<file path="src/rtl/pll_drp_ctrl.sv">
// pll_drp_ctrl: queues DRP {addr, mask, data} entries, then read-modify-writes them into a PLL held in reset and waits for lock.
// Define PLL_DRP_CTRL_TIMEOUT_EN to bound every DRDY/LOCKED wait by TIMEOUT cycles and raise a sticky ERROR.
module pll_drp_ctrl #(
    parameter int DEPTH    = 8,
    parameter int RST_HOLD = 4,
    parameter int TIMEOUT  = 1024
) (
    input  logic        DCLK,
    input  logic        RST,
    input  logic        CFG_VALID,
    output logic        CFG_READY,
    input  logic [6:0]  CFG_ADDR,
    input  logic [15:0] CFG_MASK,
    input  logic [15:0] CFG_DATA,
    input  logic        START,
    output logic        BUSY,
    output logic        DONE,
    output logic        ERROR,
    output logic [6:0]  DADDR,
    output logic        DEN,
    output logic        DWE,
    output logic [15:0] DI,
    input  logic [15:0] DO,
    input  logic        DRDY,
    output logic        PLL_RST,
    input  logic        LOCKED
);
    localparam int PW = $clog2(DEPTH);
    localparam int CW = $clog2(DEPTH + 1);
    localparam int HW = $clog2(RST_HOLD + 1);
    localparam logic [2:0] S_IDLE      = 3'd0;
    localparam logic [2:0] S_ASSERT    = 3'd1;
    localparam logic [2:0] S_RD        = 3'd2;
    localparam logic [2:0] S_WAIT_RD   = 3'd3;
    localparam logic [2:0] S_WR        = 3'd4;
    localparam logic [2:0] S_WAIT_WR   = 3'd5;
    localparam logic [2:0] S_HOLD      = 3'd6;
    localparam logic [2:0] S_WAIT_LOCK = 3'd7;

    logic [6:0]    addr_q [DEPTH];
    logic [15:0]   mask_q [DEPTH];
    logic [15:0]   data_q [DEPTH];
    logic [2:0]    state_q, state_d;
    logic [PW-1:0] wp_q, wp_d, rp_q, rp_d;
    logic [CW-1:0] cnt_q, cnt_d;
    logic [HW-1:0] hcnt_q, hcnt_d;
    logic [6:0]    daddr_q, daddr_d;
    logic [15:0]   di_q, di_d, new_w;
    logic          rst_q, rst_d, done_q, done_d;
    logic          push, pop, go, clr, tmo;

    function automatic logic [PW-1:0] inc(input logic [PW-1:0] p);
        return p == PW'(DEPTH - 1) ? '0 : p + PW'(1);
    endfunction

    function automatic logic is_wait(input logic [2:0] s);
        return s == S_WAIT_RD || s == S_WAIT_WR || s == S_WAIT_LOCK;
    endfunction

    assign CFG_READY = !RST && state_q == S_IDLE && cnt_q != CW'(DEPTH);
    assign push      = CFG_VALID && CFG_READY;
    assign go        = state_q == S_IDLE && START && cnt_q != '0;
    assign pop       = state_q == S_WAIT_WR && DRDY;
    assign new_w     = (DO & mask_q[rp_q]) | (data_q[rp_q] & ~mask_q[rp_q]);

    always_comb begin
        state_d = state_q;
        rst_d   = rst_q;
        case (state_q)
            S_IDLE:      if (go) begin state_d = S_ASSERT; rst_d = 1'b1; end
            S_ASSERT:    state_d = S_RD;
            S_RD:        state_d = S_WAIT_RD;
            S_WAIT_RD:   if (DRDY) state_d = S_WR;
            S_WR:        state_d = S_WAIT_WR;
            S_WAIT_WR:   if (DRDY) state_d = cnt_q > CW'(1) ? S_RD : S_HOLD;
            S_HOLD:      if (hcnt_q == HW'(RST_HOLD - 1)) begin state_d = S_WAIT_LOCK; rst_d = 1'b0; end
            S_WAIT_LOCK: if (LOCKED) state_d = S_IDLE;
            default:     state_d = S_IDLE;
        endcase
        if (tmo) begin
            state_d = S_IDLE;
            rst_d   = 1'b0;
        end
    end

    // Whatever ends a sequence also flushes the queue, so an aborted run leaves nothing behind.
    assign clr     = state_q != S_IDLE && state_d == S_IDLE;
    assign wp_d    = clr ? '0 : (push ? inc(wp_q) : wp_q);
    assign rp_d    = clr ? '0 : (pop ? inc(rp_q) : rp_q);
    assign cnt_d   = clr ? '0 : cnt_q + CW'(push) - CW'(pop);
    assign hcnt_d  = state_q == S_HOLD ? hcnt_q + HW'(1) : '0;
    assign daddr_d = state_d == S_RD ? addr_q[rp_d] : daddr_q;
    assign di_d    = state_d == S_WR ? new_w : di_q;
    assign done_d  = state_q == S_WAIT_LOCK && LOCKED;

    always_ff @(posedge DCLK)
        if (push) begin
            addr_q[wp_q] <= CFG_ADDR;
            mask_q[wp_q] <= CFG_MASK;
            data_q[wp_q] <= CFG_DATA;
        end

    always_ff @(posedge DCLK or posedge RST)
        if (RST) begin
            state_q <= S_IDLE;
            wp_q    <= '0;
            rp_q    <= '0;
            cnt_q   <= '0;
            hcnt_q  <= '0;
            daddr_q <= '0;
            di_q    <= '0;
            rst_q   <= 1'b0;
            done_q  <= 1'b0;
        end else begin
            state_q <= state_d;
            wp_q    <= wp_d;
            rp_q    <= rp_d;
            cnt_q   <= cnt_d;
            hcnt_q  <= hcnt_d;
            daddr_q <= daddr_d;
            di_q    <= di_d;
            rst_q   <= rst_d;
            done_q  <= done_d;
        end

`ifdef PLL_DRP_CTRL_TIMEOUT_EN
    localparam int TW = $clog2(TIMEOUT + 1);
    logic [TW-1:0] tcnt_q, tcnt_d;
    logic          err_q, err_d;
    assign tmo    = is_wait(state_q) && !(state_q == S_WAIT_LOCK ? LOCKED : DRDY) && tcnt_q == TW'(TIMEOUT - 1);
    assign tcnt_d = is_wait(state_d) && state_d == state_q ? tcnt_q + TW'(1) : '0;
    assign err_d  = go ? 1'b0 : (tmo ? 1'b1 : err_q);
    assign ERROR  = err_q;

    always_ff @(posedge DCLK or posedge RST)
        if (RST) begin
            tcnt_q <= '0;
            err_q  <= 1'b0;
        end else begin
            tcnt_q <= tcnt_d;
            err_q  <= err_d;
        end
`else
    logic unused_timeout;
    assign unused_timeout = TIMEOUT != 0 && is_wait(state_q);
    assign tmo            = 1'b0;
    assign ERROR          = 1'b0;
`endif

    assign BUSY    = state_q != S_IDLE;
    assign DONE    = done_q;
    assign DEN     = state_q == S_RD || state_q == S_WR;
    assign DWE     = state_q == S_WR;
    assign DADDR   = daddr_q;
    assign DI      = di_q;
    assign PLL_RST = RST || rst_q;
endmodule

</file>
<file path="config.mk">
export PLATFORM = sky130hd
export DESIGN_NAME = pll_drp_ctrl
export DESIGN_NICKNAME = d
export VERILOG_FILES = /design/src/rtl/pll_drp_ctrl.sv
export SDC_FILE = /design/constraint.sdc
export NUM_CORES = 1
export LEC_CHECK = 0
export ABC_AREA = 1
export CORE_MARGIN = 10
export CORE_UTILIZATION = 50
export CTS_CLUSTER_SIZE = 25
export DETAILED_ROUTE_END_ITERATION = 8
export GPL_TIMING_DRIVEN = 0
export PLACE_DENSITY = 0.69
export SETUP_SLACK_MARGIN = 0.3
export SYNTH_ARGS = -nofsm -noshare
export SYNTH_HDL_FRONTEND = slang
export SYNTH_SLANG_ARGS = --single-unit
</file>
<file path="constraint.sdc">
create_clock -name DCLK -period 9.55 [get_ports DCLK]
set_input_delay 1.91 -clock DCLK [delete_from_list [all_inputs] [get_ports DCLK]]
set_output_delay 1.91 -clock DCLK [all_outputs]
set_load 0.1 [all_outputs]
</file>
* Word-level counts from Yosys, hierarchy flattened *
Memories as Yosys holds them, arrays and structs flattened. A register that Yosys moved wholly into a read port is not among the register bits.
Index checks and enable logic that the tools add are counted.

word-level totals
  register bits = 34
  RAM bits = 312
  word-level logic and storage cells = 74
  memories kept = 3

memory list
  memory  words  bits a word  rd ports  clocked after Yosys merged registers in  wr ports  RTL line  source
  data_q  8      16           1         0                                        1         42        logic [15:0] data_q [DEPTH];
  mask_q  8      16           1         0                                        1         41        logic [15:0] mask_q [DEPTH];
  addr_q  8      7            1         1                                        1         40        logic [6:0] addr_q [DEPTH];

operators by class
  add/sub/neg operators = 5
  order comparisons = 1
  equal/unequal tests = 15
  mux-type cells = 20
  bitwise gates (word level) = 4
  reductions and logical operators = 18

operators by type and width
  kind                                                                             number
  3-bit two-way mux                                                                13
  16-bit bitwise AND                                                               2
  3-bit one-hot mux with 8 select lines                                            1
  3-bit == test, second input constant                                             7
  16-bit inverter                                                                  1
  16-bit OR                                                                        1
  3-bit by 2-bit == test with 1-bit output, second input constant                  4
  3-bit by 1-bit adder with 3-bit output, second input constant                    3
  1-bit logical AND                                                                8
  3-bit logical NOT                                                                2
  4-bit by 1-bit adder with 4-bit output                                           1
  4-bit by 1-bit greater-than comparator with 1-bit output, second input constant  1
  1-bit two-way mux                                                                4
  4-bit two-way mux                                                                1
  2-bit != test, second input constant                                             2
  4-bit != test, second input constant                                             1
  2-bit nonzero test                                                               2
  4-bit nonzero test                                                               1
  4-bit by 1-bit subtractor with 4-bit output                                      1
  3-bit by 1-bit == test with 1-bit output, second input constant                  1
  3-bit AND reduction                                                              1
  3-bit nonzero test                                                               1
  1-bit logical OR                                                                 2
  1-bit one-hot mux with 2 select lines                                            1
  1-bit logical NOT                                                                1

* Logic depth before layout (Yosys ltp) *
  depth in word-level cells = 8
  gate-level depth with buffers = 14
  mapped depth without buffers = 13

* Worst setup path before layout *
OpenSTA, ideal clock, no wires.

  kind = input to register
  start = input RST
  end = memory addr_q[4][0], enable pin
  data arrival time = 6.444 ns
  data required time = 9.066 ns
  path slack = 2.622 ns
  stages on the path = 5
  path buffers = 0
  cell sequence = a211oi_2 nand2_1 inv_2 nand2_1 nor3_1

between the ends
  longest elaborated chain between the ends = 6

ends and longest elaborated chain
  element                                  RTL line  source
  start: declaration                       9         input logic RST,
  1-bit logical NOT (no source line)       n/a
  1-bit logical AND (2 in a row)           60        assign CFG_READY = !RST && state_q == S_IDLE && cnt_q != CW'(DEPTH);
  1-bit logical AND                        61        assign push = CFG_VALID && CFG_READY;
  1-bit two-way mux                        97        if (push) begin
  1-bit two-way mux (not written as such)  98        addr_q[wp_q] <= CFG_ADDR;
  end: declaration                         40

Every way passes these cells.

* Worst setup path after layout *
  start = input RST
  end = output PLL_RST

between the ends
  longest elaborated chain between the ends = 1

ends and longest elaborated chain
  element           RTL line  source
  1-bit logical OR  156       assign PLL_RST = RST || rst_q;
  end: declaration  25        output logic PLL_RST,

Every way passes these cells.

==> results.json <==
{
  "path_class": "primary input to primary output",
  "switching_share_pct": 40.81,
  "seq_area_frac_synth_pct": 71.89,
  "p_leak_nw": 6.501,
  "max_freq_ghz": 0.1754,
  "drv_cap": 0,
  "place.gp.congestion": 0.8475,
  "seq_area_um2": 10400,
  "period_needed_ns": 5.703,
  "cts_hold_buf": 0,
  "synthSimpleGateAreaFrac_pct": 13.51,
  "rsz0062_at_grt": "no",
  "p_clk_share_pct": 27.6,
  "synth_edf_count": 312,
  "diodes": 0,
  "placedInstanceArea_um2": 16270,
  "first_pass_iters": 5,
  "cts_resized": 0,
  "crit_chain": "clkdlybuf4s50_1 -> inv_2 -> nand2_1 -> clkdlybuf4s50_1",
  "die_h_um": 190.1,
  "whs_ns": 0.4279,
  "vdd_drop_max_mv": 0.2620,
  "drive_gt1_share_pct": 10.85,
  "slowest_delay_ns": 1.13,
  "fin_skew_ns": 0.02959,
  "clkLatencyLatePin_ns": 0.53,
  "viasPerCell": 5.711,
  "wl_mm": 38.26,
  "muxShareOfSynthArea_pct": 0,
  "multi_input_comb_area_um2": 3458,
  "synthFlopType": "edfxtp_1",
  "synth_top_cell_by_area": "edfxtp_1",
  "yosys-top-cells-count": "edfxtp_1, nor2_1, nand2_1, o21ai_0, inv_1",
  "grt_usage_pct": 21.01,
  "power_density_nw_per_um2": 323.6,
  "antenna_found_initial": 0,
  "dieArea_um2": 36120,
  "synthTopCellsByArea": "edfxtp_1, dfrtp_1, nor2_1",
  "avgSynthCellArea_um2": 12.01,
  "fp.dieW_um": 190.1,
  "cts_setup_buffers": 0,
  "cp_common_cell": "clkdlybuf4s50_1",
  "nNetsFinal": 1441,
  "synthesis.instances": 1204,
  "drv_slew": 0,
  "yosysMostFrequentCell": "edfxtp_1",
  "cp_slowest_cell": "clkdlybuf4s50_1",
  "drc": 0,
  "critPathMaxFanout": 13,
  "ys_ff_latch": 353,
  "row_count": 62,
  "status": "finished clean",
  "pin_count": 91,
  "wl_per_cell_um": 21.54,
  "synthDominantCellAreaShare_pct": 64.79,
  "initial_core_util_pct": 50.52,
  "cts_made_buffers": 37,
  "cts_tree": "built",
  "final_util_pct": 61.52,
  "cts.sinks": 353,
  "relSlewSlack_pct": 28.84,
  "grt_pass1_wl_mm": 58.16,
  "seqPwrFrac_pct": 32.7,
  "timing.final.crit_share_pct": 59.71,
  "dp_hpwl_mm": 26.06,
  "grt.overflow.total": 0,
  "coreArea_um2": 28630,
  "critPathLaunchType": "primary input",
  "ant_nets": 0,
  "area_growth_pct": 21.79,
  "ys_types": 34,
  "root_buffer": "clkbuf_16",
  "synth_compound_area_share_pct": 8.722,
  "portBuffers": 89,
  "ys_warn_count": 0,
  "tightestPinTransition_ns": 1.062,
  "power.total_mw": 5.700,
  "synthXorXnorAreaFrac_pct": 0.1211,
  "htree_levels": 2,
  "finalSetupViolCount": 0,
  "timing.setup.tns_ns": 0,
  "first_iter_violations": 1107,
  "cts_buffer_depth": 3,
  "hold_class": "flop to flop",
  "combinationalPowerShare_pct": 39.7,
  "endpoint_kind": "primary output",
  "crit_required_ns": 7.64,
  "grt_max_degree": 31,
  "grt_pass1_vias": 10170,
  "hold_violations": 0,
  "async_flop_share_pct": 11.61,
  "arrival_ns": 3.79,
  "clk_pin_slew_ns": 0.05,
  "p_int_mw": 3.373,
  "synth_fp_nets": 1279,
  "final_area_um2": 17610,
  "p_sw_mw": 2.326,
  "netlist_area_um2": 14460,
  "synth_top_family_by_area": "simple AND/OR/NAND/NOR gates",
  "via_count": 10140,
  "n_fill_cell": 2170,
  "synth_fa_ha_area_share_pct": 1.263
}
-- worst max-delay path, delay by kind of cell --
family	cells	cell delay [ns]
buffers and inverters	3	1.79
AND/OR/NAND/NOR	1	0.09
-- kinds of logic (layout without fill, tap and decap cells) --
logic type,count (synthesis),in the layout
buffers and inverters,157,345
adders and majority gates,14,14
other,1,1
and+or+nand+nor,457,457
AOI/OAI and AO/OA,220,220
xor gates and xnor gates,2,2
DFF,353,353
-- placed cells by master, fill, tap and decap left out, drive strengths merged, types with 2 or more instances in the layout --
cell	instances
nand2	145
inv	89
clkinv	8
nand4	33
dfrtp	41
bufinv	8
clkbuf	80
o22ai	33
buf	69
o211ai	33
clkinvlp	2
nand3	73
a21oi	5
nand3b	2
clkdlybuf4s50	89
o21ai	132
nor3	9
nor2	194
edfxtp	312
ha	13
a31oi	16
-- worst paths after layout --
check / start / end / slack (ns) / cells after the start
setup / recovery: RST / PLL_RST / 3.85 / 4
hold / removal: hcnt_q[0] / hcnt_q[0] / 0.43 / 1
setup reg to reg: state_q[1] / mask_q[1][6] / 6.47 / 13
hold reg to reg: hcnt_q[0] / hcnt_q[0] / 0.43 / 1
max in group asynchronous: RST / cnt_q[1] / 7.35 / 3
min in group asynchronous: RST / rst_q / 1.70 / 2
-- registers in the layout, summed over array words and instances, names as in the netlist --
name	count
state_q	3
DADDR	7
DONE	1
rst_q	1
data_q	128
cnt_q	4
mask_q	128
hcnt_q	3
addr_q	56
rp_q	3
DI	16
wp_q	3
-- through the flow --
| step | setup WS, ns | std cells |
|---|---|---|
| after floorplan | 2.622 | 1204 |
| after global placement | 0.7008 | 1677 |
| after detailed placement | 3.834 | 1711 |
| after CTS | 3.823 | 1776 |
| after global routing | 3.732 | 1776 |
| final | 3.847 | 1776 |
-- per-layer routing --
| layer | GRT usage [%] | up-vias | part of all wire (%) |
|---|---|---|---|
| met5 | 0 | - | 0 |
| met4 | 7.967 | 0 | 2.9 |
| met3 | 3.607 | 95 | 9.4 |
| met2 | 34.98 | 544 | 49 |
| met1 | 27.04 | 4889 | 39 |
| li1 | - | 4615 | - |
-- cell type report --
type | count | area share, %
timing repair buffer | 123 | 7.304
inverter | 89 | 1.897
clock inverter | 18 | 1.812
multi-input combinational | 694 | 19.64
sequential | 353 | 59.03
clock buffer | 47 | 5.819
buffer | 68 | 1.776
tap | 384 | 2.728
-- power by group through the flow --
stage,clock [mW],combinational (mW),sequential [mW]
after floorplan,0,1.15,2.23
after global placement,0,2.19,1.89
after detailed placement,0,2.23,1.89
after CTS,1.58,2.25,1.86
after global routing,1.65,2.44,1.87
final,1.58,2.26,1.86
Power figures use the tool's default switching activity.
